===== config.mk =====
export PLATFORM = sky130hd
export DESIGN_NAME = decoder_sweep
export DESIGN_NICKNAME = d
export VERILOG_FILES = /design/src/rtl/decoder_sweep.sv
export SDC_FILE = /design/constraint.sdc
export NUM_CORES = 1
export LEC_CHECK = 0
export BUFFER_PORTS_ARGS = -buffer_cell sky130_fd_sc_hd__buf_2
export CAP_MARGIN = 5
export CORE_ASPECT_RATIO = 0.5
export CORE_MARGIN = 2
export CORE_UTILIZATION = 47
export CTS_CLUSTER_DIAMETER = 40
export CTS_CLUSTER_SIZE = 16
export DETAILED_ROUTE_END_ITERATION = 16
export GPL_TIMING_DRIVEN = 1
export HOLD_SLACK_MARGIN = 0.03
export PLACE_DENSITY_LB_ADDON = 0.08
export SLEW_MARGIN = 10
export SYNTH_ARGS = -nofsm -noshare
export SYNTH_HDL_FRONTEND = slang
export SYNTH_SLANG_ARGS = --single-unit

===== constraint.sdc =====
create_clock -name clock -period 2.5 [get_ports clock]
set_input_delay 0.25 -clock clock [delete_from_list [all_inputs] [get_ports clock]]
set_output_delay 0.25 -clock clock [all_outputs]
set_load 0.005 [all_outputs]

===== src/rtl/decoder_sweep.sv =====
// One-hot line decoder with an optional self-timed ascending sweep of every line.
// All outputs are registered; the sweep counter always matches the line currently on sel.
module decoder_sweep #(
    parameter int ADDR_W       = 5,
    parameter int PROTECT_ZERO = 1,
    parameter int SWEEP_EN     = 1
) (
    input  logic                    clock,
    input  logic                    reset_n,
    input  logic [ADDR_W-1:0]       addr,
    input  logic                    wr_req,
    input  logic                    sweep_start,
    output logic [(1<<ADDR_W)-1:0]  sel,
    output logic                    sel_valid,
    output logic                    busy,
    output logic                    sweep_done
);

    localparam int N = 1 << ADDR_W;
    localparam bit PZ_ON    = (PROTECT_ZERO != 0);
    localparam bit SWEEP_ON = (SWEEP_EN != 0);
    localparam logic [ADDR_W-1:0] LAST  = '1;
    localparam logic [ADDR_W-1:0] FIRST = PZ_ON ? ADDR_W'(1) : '0;

    typedef enum logic {
        IDLE,
        SWEEP
    } state_t;

    state_t            state, state_nxt;
    logic [ADDR_W-1:0] cnt, cnt_nxt;
    logic [N-1:0]      sel_nxt;
    logic              done_nxt;

    function automatic logic [N-1:0] one_hot(input logic [ADDR_W-1:0] idx);
        logic [N-1:0] v;
        v      = '0;
        v[idx] = 1'b1;
        return v;
    endfunction

    always_ff @(posedge clock or negedge reset_n) begin
        if (!reset_n) begin
            state      <= IDLE;
            cnt        <= '0;
            sel        <= '0;
            sel_valid  <= 1'b0;
            busy       <= 1'b0;
            sweep_done <= 1'b0;
        end else begin
            state      <= state_nxt;
            cnt        <= cnt_nxt;
            sel        <= sel_nxt;
            sel_valid  <= |sel_nxt;
            busy       <= (state_nxt == SWEEP);
            sweep_done <= done_nxt;
        end
    end

    // The counter is loaded/advanced on the same edge that puts its line on sel,
    // so done is flagged when the next count reaches the last line.
    always_comb begin
        state_nxt = state;
        cnt_nxt   = cnt;
        sel_nxt   = '0;
        done_nxt  = 1'b0;
        case (state)
            IDLE: begin
                if (SWEEP_ON && sweep_start) begin
                    state_nxt = SWEEP;
                    cnt_nxt   = FIRST;
                    sel_nxt   = one_hot(FIRST);
                    done_nxt  = (FIRST == LAST);
                end else if (wr_req && !(PZ_ON && addr == '0)) begin
                    sel_nxt = one_hot(addr);
                end
            end
            SWEEP: begin
                // Requests arriving here are dropped, including on the final line.
                if (cnt == LAST) begin
                    state_nxt = IDLE;
                    cnt_nxt   = '0;
                end else begin
                    cnt_nxt  = cnt + ADDR_W'(1);
                    sel_nxt  = one_hot(cnt_nxt);
                    done_nxt = (cnt_nxt == LAST);
                end
            end
            default: begin
                state_nxt = IDLE;
                cnt_nxt   = '0;
            end
        endcase
    end

endmodule


### Word-level counts from Yosys, hierarchy flattened

Index checks and enable logic that the tools add are counted.

| word-level totals | value |
|---|---|
| register bits after elaboration | 40 |
| input bits | 9 |
| output and inout bits | 35 |
| word-level logic and storage cells | 36 |

| cells by class | value |
|---|---|
| $add $sub $neg | 1 |
| order comparisons | 4 |
| equal/unequal tests | 3 |
| mux-type cells | 16 |
| bitwise logic cells | 1 |
| reductions and logical operators | 6 |

Operators with widths:

| operator | count |
|---|---|
| $mux W32 | 3 |
| $pmux W32 S2 | 1 |
| $reduce_or A32 Y1 | 1 |
| $lt A5 B6 Y1 const B | 2 |
| $demux W1 S5 | 2 |
| $eq A5 B5 Y1 const B | 2 |
| $ge A5 B1 Y1 const B | 2 |
| $mux W5 | 2 |
| $pmux W5 S2 | 1 |
| $add A5 B1 Y5 const B | 1 |
| $logic_not A5 Y1 | 1 |
| $mux W1 | 5 |
| $pmux W1 S2 | 2 |
| $logic_and A1 B1 Y1 | 3 |
| $ne A2 B2 Y1 const B | 1 |
| $logic_not A1 Y1 | 1 |
| $not A1 Y1 | 1 |

### Logic depth before layout (Yosys ltp)

| logic depth | value |
|---|---|
| depth after elaboration | 8 |
| depth in mapped cells | 10 |
| gate-level depth less buffers | 9 |

### Worst setup path after synthesis

No wires, ideal clock.

| path | value |
|---|---|
| path type | register to register |
| from | register cnt[0] |
| to | register sel_valid |
| setup time | 0.139 ns |
| data arrival time | 2.537 ns |
| data required time | 2.361 ns |
| setup slack | -0.176 ns |
| stages on the path, launching flop included | 9 |
| path buffers | 0 |
| period minus slack after synthesis | 2.676 ns |
| cell sequence | dfrtp_1 -> ha_1 -> and3_1 -> ha_1 -> nand2b_1 -> nand2b_1 -> o22ai_1 -> or4_1 -> or4_1 |

| between the ends | value |
|---|---|
| cells in the longest elaborated chain, start to end | 8 |
| elaborated cells between the ends (all ways) | 10 |
| those cells by class | add/sub (1); order compare (2); eq/ne (1); mux (4); reduce/logical (2) |

RTL lines:

| element | line | RTL |
|---|---|---|
| start, declared | 31 | `logic [ADDR_W-1:0] cnt, cnt_nxt;` |
| start signal, assigned | 52 | `cnt <= cnt_nxt;` |
| $add A5 B1 Y5 | 84 | `cnt_nxt = cnt + ADDR_W'(1);` |
| $lt A5 B6 Y1 (not written as such) / $ge A5 B1 Y1 (equally long branches) | 38 | `v[idx] = 1'b1;` |
| $logic_and A1 B1 Y1 (not written as such) | 38 |  |
| $mux W1 (not written as such) | 38 |  |
| $demux W1 S5 | 38 |  |
| $mux W32 (*) | 80 | `if (cnt == LAST) begin` |
| $pmux W32 S2 (*) | 67 | `case (state)` |
| named net sel_nxt[15] | 32 | `logic [N-1:0] sel_nxt;` |
| $reduce_or A32 Y1 (*) | 54 | `sel_valid <= \|sel_nxt;` |
| end signal, assigned | 54 |  |
| end, declared | 14 | `output logic sel_valid,` |

Mark *: on every way through the listed nets, which the timed path passes. The rest lies on a longest branch.
A chain may end at the register's enable or synchronous reset.

### Worst setup path in the final report

| path | value |
|---|---|
| from | register cnt[1] |
| to | register sel_valid |

Same word-level chain as after synthesis.

==> impl_metrics.ini <==
[run_status]
run_status = finished clean

[power]
comb_power_share_pct = 53.7
clkPwrFrac_pct = 14.3
cellPowerDensity_mw_per_mm2 = 1200
power.switching_w = 0.00117
p_seq_share_pct = 32.0
internal_power_w = 0.00171
p_leak_nw = 1.18
vdd_drop_max_v = 0.000895
power.total_w = 0.00288
sw_frac_of_total_pct = 40.6

[logic_synthesis]
synth-seq-cells = 40
synth_edf_count = 0
yosysUniqueCellTypes = 34
synth.top_cells.by_count = 40 x dfrtp_1, 18 x o22ai_1, 14 x o32ai_1, 11 x nand2_1
synth_nets = 175
synth.area.top_cells = dfrtp_1 56%, o32ai_1 6.8%, o22ai_1 6.3%, ha_1 4.9%, nand4_1 2.4%
synth_seq_area_share_pct = 55.7
yosysTopAreaCell = dfrtp_1
synth.most_common_cell = dfrtp_1
ys_warn_count = 0
syn_area_mm2 = 0.00180
synth.avg_cell_area_um2 = 11.3
synth_top_area_share_pct = 55.7
netlist_instances = 159
synth_flop_cell = dfrtp_1
synthArstFlopShare_pct = 100

[setup_path]
arrival_ps = 2660
setup.worst_path.class = reg2reg
critPathMaxFanout = 3
cp_top_family = simple AND/OR/NAND/NOR gates
max_stage_delay_ps = 550
cp_cell_sequence = ha_4 -> and3_4 -> ha_4 -> nand2b_4 -> nand2b_4 -> o22ai_2 -> or4_1 -> or4_1
worstPathRequired_ps = 2660
worst_path_max_delay_cell = or4_1
critPathBufInv = 0
end_kind = flop
start_kind = flop

[clock_tree]
clock-sinks = 40
cts_hold_buf = 0
clk_latency_ps = 290
cts_tree = done
clkTransAtPathRegs_ps = 80
cts_setup_buffers = 0
numCtsBuffers = 5
cts_max_path_buffers = 2
cts-root-buf = clkbuf_8
htree_levels = 2

[global_route]
grt_pass1_wl_um = 7530
grt_use_total_pct = 23.4
grt_remaining_overflow = 0
antenna_found_initial = 0
grt_pass1_vias = 1436
grt_start_max_net_pins = 41

[floorplan]
initial_core_util_pct = 50.7
coreArea_mm2 = 0.00355
die_w_um = 91.5
dieArea_mm2 = 0.00437
fp.dieH_um = 47.7
num_rows = 15
io_pins = 44

[placed_design]
port_buffers = 43
placed_cell_area_mm2 = 0.00227
gp_congestion = 0.962
hpwl_um = 3630

[routing]
routedWlPerCell_um = 17.7
via_per_inst = 5.81
drt_iter0_markers = 185
drt_wl_total_um = 4860
drc = 0
dr.pass1.iters = 4
vias = 1593
antenna_left = 0

[sta]
min_period_over_period_pct = 99.9
tightestPinTransition_ps = 874
drv_slew = 0
layout_min_cycle_time_ps = 2500
fin_setup_tns_ps = 0
fmax_mhz = 401
setup_viol_count_final = 0
rsz0062_at_grt = true
final_hold_viol_count = 0
fin_skew_ps = 6.03
finalHoldWorstSlack_ps = 75.1
relSlewSlack_pct = 41.7

[cells_and_area]
nNetsFinal = 239
syn2layout_area_growth_pct = 33.6
antenna_cells = 0
design_area_mm2 = 0.00240
drive_above_1_share_pct = 41.3
nFillCells = 286

[hold_path]
hp-class = in2async

[run]
drv_cap = 0
-- cells by family (layout without fill, tap and decap cells) --
logic type / after synthesis / after routing / share of synthesized area (%)
AOI/OAI and AO/OA: 39 / 39 / 15.6
xor gates and xnor gates: 4 / 4 / 2.78
adders and majority gates: 7 / 7 / 4.87
buffers and inverters: 14 / 78 / 3.34
DFF: 40 / 40 / 55.7
and+or+nand+nor: 55 / 55 / 17.7
-- worst register-to-register path, cell delays in order, from the launching register on --
cell and delay [ps]:
dfrtp_2 440, ha_4 170, and3_4 160, ha_4 260
nand2b_4 110, nand2b_4 130, o22ai_2 80, or4_1 550
or4_1 470
-- final timing paths --
path,start,end,slack [ps],depth (start not counted)
min in group clock,sweep_start,cnt[1],250,2
worst max register to register,cnt[1],sel_valid,4,8
worst min-delay path,reset_n,sel[30],80,1
worst min register to register,cnt[2],cnt[2],560,1
worst max-delay path,cnt[1],sel_valid,4,8
max in group asynchronous,reset_n,cnt[1],1830,1
-- area by class of cell --
class	instances	area (µm²)	share of cell area (%)
multi-input cells	105	843	35.1
inverters	4	15.0	0.625
repair buffers	67	395	16.5
well taps	51	63.8	2.66
flip-flops and latches	40	1000	41.8
clock buffers	5	68.8	2.86
clock inverters	2	12.5	0.521
-- what timing repair did --
action / 4_1_cts / 5_1_grt
pin swaps: 2 / 3
gates resized for setup: 5 / 3
endpoints found under the setup margin: 1 / 1
-- cells in the final DEF, fill, tap and decap left out, types with 2 or more instances in the layout --
| cell | netlist | routed |
|---|---|---|
| nor2_1 | 5 | 5 |
| nand2b_1 | 6 | 3 |
| ha_1 | 7 | 4 |
| inv_1 | 4 | 4 |
| xnor2_4 | 0 | 2 |
| buf_4 | 1 | 24 |
| nand2b_4 | 0 | 2 |
| nor4_1 | 6 | 6 |
| o22ai_1 | 18 | 16 |
| nand3_1 | 3 | 2 |
| dfrtp_2 | 0 | 2 |
| clkbuf_8 | 0 | 5 |
| o21ai_0 | 2 | 2 |
| nand3_2 | 1 | 2 |
| buf_2 | 2 | 43 |
| nand2_1 | 11 | 11 |
| ha_4 | 0 | 3 |
| o32ai_1 | 14 | 14 |
| o22ai_2 | 0 | 2 |
| nor3_1 | 3 | 3 |
| or4_1 | 3 | 2 |
| dfrtp_1 | 40 | 38 |
| nand3b_1 | 3 | 3 |
| a21oi_1 | 2 | 2 |
| nand4_1 | 7 | 7 |
-- through the flow --
stage / util (%) / std cells / worst slack (ps)
2_1_floorplan: - / 159 / 2.78
3_3_place_gp: 64.1 / 267 / -11.1
3_5_place_dp: 64.1 / 267 / -24.5
4_1_cts: 67.0 / 274 / 3.84
5_1_grt: 67.7 / 274 / -49.0
6_report: 67.7 / 274 / 3.63
-- power by group through the flow --
stage | Clock, W | Sequential, W | Combinational (W)
final | 0.000412 | 0.000921 | 0.00154
after global routing | 0.000445 | 0.000940 | 0.00167
after CTS | 0.000415 | 0.000918 | 0.00146
after detailed placement | 0 | 0.000930 | 0.00143
after global placement | 0 | 0.000922 | 0.00141
after floorplan | 0 | 0.000955 | 0.000858
-- sequential cells by signal, summed over array words and instances (netlist names) --
signal      count
cnt             5
sweep_done      1
state           1
sel            32
sel_valid       1
-- routing by layer --
metal | track usage [%] | routed length, µm
met4 | 7.58 | 20
met5 | 0 | 0
met1 | 32.7 | 2280
met2 | 36.6 | 2050
met3 | 6.46 | 498
Note: power is estimated with default switching activity, not from simulation.
